==> src/rtl/muldiv_sequencer.sv <==
// Iterative RV32M multiply/divide sequencer: radix-2 shift-add multiply, restoring divide.
// Optional `MULDIV_FAST_MUL_EN` completes all multiply ops in a single cycle.
module muldiv_sequencer #(
    parameter int unsigned BITS = 32
) (
    input  logic            clk,
    input  logic            rst,
    input  logic            req_valid,
    input  logic [2:0]      req_op,
    input  logic [BITS-1:0] req_a,
    input  logic [BITS-1:0] req_b,
    input  logic            flush,
    output logic            stall,
    output logic            busy,
    output logic            resp_valid,
    output logic [BITS-1:0] resp_data
);
    localparam int unsigned CNT_W = (BITS > 1) ? $clog2(BITS) : 1;
    localparam logic [BITS-1:0] MIN_NEG = {1'b1, {(BITS-1){1'b0}}};

    typedef enum logic [1:0] {S_IDLE, S_CALC, S_DONE} state_t;

    state_t              r_state, w_next;
    logic [2:0]          r_op;
    logic [BITS-1:0]     r_a, r_b, r_resp_data;
    logic [2*BITS-1:0]   r_acc;
    logic [CNT_W-1:0]    r_count;
    logic                r_neg, r_rneg;

    logic                w_accept, w_a_signed, w_b_signed, w_sa, w_sb;
    logic                w_div_zero, w_div_ovf, w_special, w_fast;
    logic [BITS-1:0]     w_a_mag, w_b_mag, w_special_res, w_fast_res;
    logic [BITS:0]       w_mul_sum, w_rem_shift, w_diff;
    logic [2*BITS-1:0]   w_mul_next, w_div_next, w_acc_next;

    // acc holds a magnitude product ({hi,lo}) or {remainder, quotient}
    function automatic logic [BITS-1:0] f_select(input logic [2:0] op, input logic [2*BITS-1:0] acc,
                                                 input logic neg, input logic rneg);
        logic [2*BITS-1:0] prod;
        logic [BITS-1:0]   quo, rem;
        prod = neg ? -acc : acc;
        quo  = neg ? -acc[BITS-1:0] : acc[BITS-1:0];
        rem  = rneg ? -acc[2*BITS-1:BITS] : acc[2*BITS-1:BITS];
        if (op[2])
            return op[1] ? rem : quo;
        return (op[1:0] == 2'b00) ? prod[BITS-1:0] : prod[2*BITS-1:BITS];
    endfunction

    always_comb begin
        w_a_signed = 1'b0;
        w_b_signed = 1'b0;
        case (req_op)
            3'b000, 3'b001, 3'b100, 3'b110: begin w_a_signed = 1'b1; w_b_signed = 1'b1; end
            3'b010:                         w_a_signed = 1'b1;
            default: ;
        endcase
    end

    assign w_accept   = (r_state == S_IDLE) && req_valid && !flush;
    assign w_sa       = w_a_signed && req_a[BITS-1];
    assign w_sb       = w_b_signed && req_b[BITS-1];
    assign w_a_mag    = w_sa ? -req_a : req_a;
    assign w_b_mag    = w_sb ? -req_b : req_b;
    assign w_div_zero = req_op[2] && (req_b == '0);
    assign w_div_ovf  = req_op[2] && !req_op[0] && (req_a == MIN_NEG) && (req_b == '1);
    assign w_special  = w_div_zero || w_div_ovf;
    assign w_special_res = w_div_zero ? (req_op[1] ? req_a : '1) : (req_op[1] ? '0 : MIN_NEG);

`ifdef MULDIV_FAST_MUL_EN
    logic [2*BITS-1:0] w_fast_prod;
    assign w_fast_prod = {{BITS{1'b0}}, w_a_mag} * {{BITS{1'b0}}, w_b_mag};
    assign w_fast      = !req_op[2];
    assign w_fast_res  = f_select(req_op, w_fast_prod, w_sa ^ w_sb, w_sa);
`else
    assign w_fast      = 1'b0;
    assign w_fast_res  = '0;
`endif

    // one iteration step; low half of acc shifts out multiplier bits / in quotient bits
    assign w_mul_sum   = {1'b0, r_acc[2*BITS-1:BITS]} + (r_acc[0] ? {1'b0, r_a} : '0);
    assign w_mul_next  = {w_mul_sum, r_acc[BITS-1:1]};
    assign w_rem_shift = {r_acc[2*BITS-1:BITS], r_acc[BITS-1]};
    assign w_diff      = w_rem_shift - {1'b0, r_b};
    assign w_div_next  = {(w_diff[BITS] ? w_rem_shift[BITS-1:0] : w_diff[BITS-1:0]),
                          r_acc[BITS-2:0], ~w_diff[BITS]};
    assign w_acc_next  = r_op[2] ? w_div_next : w_mul_next;

    always_ff @(posedge clk) begin
        if (rst) r_state <= S_IDLE;
        else     r_state <= w_next;
    end

    always_comb begin
        w_next     = r_state;
        stall      = 1'b0;
        busy       = 1'b0;
        resp_valid = 1'b0;
        case (r_state)
            S_IDLE: begin
                stall = req_valid && !flush;
                if (w_accept) w_next = (w_special || w_fast) ? S_DONE : S_CALC;
            end
            S_CALC: begin
                stall = 1'b1;
                busy  = 1'b1;
                if (flush)              w_next = S_IDLE;
                else if (r_count == '0) w_next = S_DONE;
            end
            S_DONE: begin
                resp_valid = !flush;
                w_next     = S_IDLE;
            end
            default: w_next = S_IDLE;
        endcase
    end

    always_ff @(posedge clk) begin
        if (rst) begin
            r_op        <= '0;
            r_a         <= '0;
            r_b         <= '0;
            r_acc       <= '0;
            r_count     <= '0;
            r_neg       <= 1'b0;
            r_rneg      <= 1'b0;
            r_resp_data <= '0;
        end else if (r_state == S_IDLE) begin
            if (w_accept) begin
                r_op    <= req_op;
                r_a     <= w_a_mag;
                r_b     <= w_b_mag;
                r_neg   <= w_sa ^ w_sb;
                r_rneg  <= w_sa;
                r_count <= CNT_W'(BITS-1);
                r_acc   <= {{BITS{1'b0}}, (req_op[2] ? w_a_mag : w_b_mag)};
                if (w_special)   r_resp_data <= w_special_res;
                else if (w_fast) r_resp_data <= w_fast_res;
            end
        end else if (r_state == S_CALC && !flush) begin
            r_acc <= w_acc_next;
            if (r_count == '0) r_resp_data <= f_select(r_op, w_acc_next, r_neg, r_rneg);
            else               r_count     <= r_count - 1'b1;
        end
    end

    assign resp_data = r_resp_data;
endmodule

==> config.mk <==
export PLATFORM = sky130hd
export DESIGN_NAME = muldiv_sequencer
export DESIGN_NICKNAME = d
export VERILOG_FILES = /design/src/rtl/muldiv_sequencer.sv
export SDC_FILE = /design/constraint.sdc
export NUM_CORES = 1
export LEC_CHECK = 0
export BUFFER_PORTS_ARGS = -buffer_cell sky130_fd_sc_hd__buf_2
export CAP_MARGIN = 20
export CORE_UTILIZATION = 25
export DETAILED_ROUTE_END_ITERATION = 10
export PLACE_DENSITY = 0.37
export REMOVE_ABC_BUFFERS = 1
export SYNTH_ARGS = -nofsm -noshare
export SYNTH_HDL_FRONTEND = slang
export SYNTH_SLANG_ARGS = --single-unit
export TNS_END_PERCENT = 100
==> constraint.sdc <==
create_clock -name clk -period 12.8 [get_ports clk]
set_input_delay 1.92 -clock clk [delete_from_list [all_inputs] [get_ports clk]]
set_output_delay 1.92 -clock clk [all_outputs]
set_load 0.01 [all_outputs]
==> impl_metrics.ini <==
[outcome]
status = finished, final reports clean

[detailed_routing]
drtPass1Iterations = 6
route.met2.wl_um = 38500
vias_per_cell = 5.65
routed_wl_um = 84100
wl_met3_um = 3800
via_count = 18300
initialDrtViolationCount = 1509
ant_nets = 0
drc = 0
wl_per_cell_um = 26.1
top_layer = met4
wl_met1_um = 40000

[timing]
final.setup.tns_ns = 0
fin_ws_ns = 6.34
fin_skew_ns = 0.0168
rsz0062_at_grt = false
hold_viol_final = 0
fin_crit_sh = 0.504
finalSetupViolations = 0
worst_pin_slew_ns = 1.17
min_period_ns = 6.46
relSlewSlack = 0.201
fmaxAchievable_ghz = 0.155
drv_slew = 0

[clock_network]
cts_made_buffers = 17
cts_root_buf = clkbuf_16
cts_tree = built
post_cts_buffers = 0
ctsHoldBuffers = 0
htree_num_levels = 4
ctsResizeCount = 0
path_clk_slew_ns = 0.07
clockBufferDepth = 2
insertion_delay_ns = 0.52
clkSinkCount = 172

[placement]
place_hpwl_um = 65800
globalplace.congestion = 0.905
portBuffers = 105
place_ws_ns = 6.38

[synth]
ys_warn_count = 0
synth-edff-count = 0
avgSynthCellArea_um2 = 7.16
synth_area_um2 = 16700
ys.flop_type = dfxtp_1
yosysUniqueCellTypes = 103
synth_seq_cells = 172
async_reset_ff_frac = 0
synthCells = 2336
yosysSeqAreaShare = 0.206

[critical_path]
cp-end-kind = flip-flop
startpoint = r_acc[31]$_SDFFE_PP0P_
crit_required_ns = 13.22
rr_startpoint = r_acc[31]$_SDFFE_PP0P_
path_max_fanout = 11
cp-endpoint = resp_data[26]$_SDFFE_PP0P_
r2r_slack_ns = 6.34
crit_type = reg2reg
critPathLaunchType = flip-flop
worstPathArrival_ns = 6.88
worstReg2RegEnd = resp_data[26]$_SDFFE_PP0P_
reg2reg_depth = 23

[floorplan]
floorplan.initialDensity = 0.253
die-area_um2 = 67900
dieWidth_um = 261
num_io_pins = 106
coreArea_um2 = 66000
rows = 94
die_h_um = 261

[power]
p_leak_nw = 7.11
p_seq_frac = 0.333
switching_share = 0.389
power.density_nw_per_um2 = 94.4
peakVddDrop_v = 0.0000869
pwr-share-clk = 0.348
power.internal_mw = 1.08
switching_power_uw = 688
fin_total_pwr_mw = 1.77
comb_power_share = 0.319

[layout]
final_util = 0.284
synthToLayoutAreaGrowth_pct = 12.1
drive_gt1_frac = 0.107
seq_area_um2 = 3450
fin_nets = 2496
final_common_cell = nor2_1
fillers = 7267
mostFrequentLayoutCells = nor2_1 (291), nand2_1 (223), dfxtp_1 (170)
multi_input_area_um2 = 12300
antennaDiodeCount = 0

[global_route]
grt_max_degree = 65
grt-ovfl-total = 0
antenna_found_initial = 1
grt_pass1_vias = 17200
grt_use_total = 0.246
grt_pass1_wl_um = 121000

[run]
timing.max_cap.violations = 0

[worst_hold_path]
min_path_type = reg2reg
==> power by group through the flow <==
stage | clock, mW | combinational, mW | sequential, mW
global route | 0.649 | 0.607 | 0.592
finish | 0.617 | 0.565 | 0.589
global placement | 0 | 0.558 | 0.601
detailed placement | 0 | 0.554 | 0.601
CTS | 0.632 | 0.558 | 0.588
floorplan | 0 | 0.335 | 0.599
==> stage by stage <==
step | area [um2] | instances | hold slack [ns]
after floorplan | 16100 | 2176 | 0.426
after global placement | 18100 | 3195 | 0.441
after detailed placement | 18100 | 3197 | 0.442
after CTS | 18700 | 3228 | 0.453
after global routing | 18700 | 3228 | 0.486
final | 18700 | 3228 | 0.449
==> logic make-up after synthesis <==
group / count (synthesis) / share of synthesized area
compound gates: 762 / 0.310
xor+xnor: 167 / 0.0875
fa+ha+maj: 73 / 0.0555
buf+inv: 242 / 0.0581
flops: 172 / 0.206
mux: 59 / 0.0363
simple gates: 861 / 0.247
==> state kept, by name, indices dropped and copies added, names as in the netlist <==
name,cells
r_a,32
r_b,32
r_count,5
r_state,2
r_acc,64
resp_data,32
r_op,3
r_rneg,1
r_neg,1
==> cell type report <==
cell class	count	area share
clock buffer	18	0.0240
inverter	82	0.0164
tap	864	0.0577
clock inverter	13	0.0105
multi-input combinational	1922	0.658
sequential	172	0.184
timing repair buffer	157	0.0491
==> worst min-delay path by stage <==
stage,from,to,cells after the start
global placement,resp_data[4]$_SDFFE_PP0P_,resp_data[4]$_SDFFE_PP0P_,2
global route,resp_data[4]$_SDFFE_PP0P_,resp_data[4]$_SDFFE_PP0P_,2
floorplan,r_a[0]$_SDFFE_PP0P_,r_a[0]$_SDFFE_PP0P_,2
finish,resp_data[4]$_SDFFE_PP0P_,resp_data[4]$_SDFFE_PP0P_,2
detailed placement,resp_data[4]$_SDFFE_PP0P_,resp_data[4]$_SDFFE_PP0P_,2
CTS,resp_data[4]$_SDFFE_PP0P_,resp_data[4]$_SDFFE_PP0P_,2
==> cell usage after synthesis (13+ instances only) <==
cell type / number / share of area
o21ai_0: 146 / 0.044
nor2_1: 295 / 0.066
nand2_1: 223 / 0.050
a211oi_1: 108 / 0.048
mux2i_1: 50 / 0.030
clkbuf_1: 123 / 0.028
o31ai_1: 35 / 0.016
buf_2: 19 / 0.0057
a21oi_1: 162 / 0.048
nand2b_1: 22 / 0.0082
xnor2_1: 93 / 0.049
nand3_1: 37 / 0.011
nor4_1: 18 / 0.0067
o211ai_1: 58 / 0.026
nor3_1: 72 / 0.022
and2_1: 45 / 0.017
a31oi_1: 20 / 0.0075
nand4_1: 29 / 0.011
o21a_1: 21 / 0.0094
o221ai_1: 13 / 0.0068
a22oi_1: 26 / 0.012
or3_1: 17 / 0.0064
and3_1: 23 / 0.0086
xor2_1: 74 / 0.039
inv_1: 81 / 0.018
dfxtp_1: 172 / 0.21
a21o_1: 24 / 0.011
ha_1: 71 / 0.053
==> worst max-delay path: stages, from the launching register on <==
cell	delay, ns
dfxtp_1	0.39
inv_1	0.07
ha_1	0.21
fa_1	0.43
nand2b_1	0.24
a2111oi_4	0.51
o211ai_2	0.22
a21oi_2	0.43
a2111oi_4	0.20
nor2_1	0.18
ha_1	0.20
o2111ai_1	0.21
or2_1	0.32
inv_1	0.08
nand3_1	0.14
nor4b_1	0.36
buf_4	0.19
nand2_1	0.27
a2111oi_1	0.54
nand4_1	0.26
or3_1	0.36
a21oi_1	0.16
a311oi_1	0.07
o31ai_1	0.28
==> layer usage <==
layer / GRT usage / vias up
li1: - / 8589
met5: 0 / -
met1: 0.344 / 9036
met2: 0.397 / 563
met3: 0.0255 / 66
met4: 0.0679 / 0
Note: power is estimated with default switching activity, not from simulation.
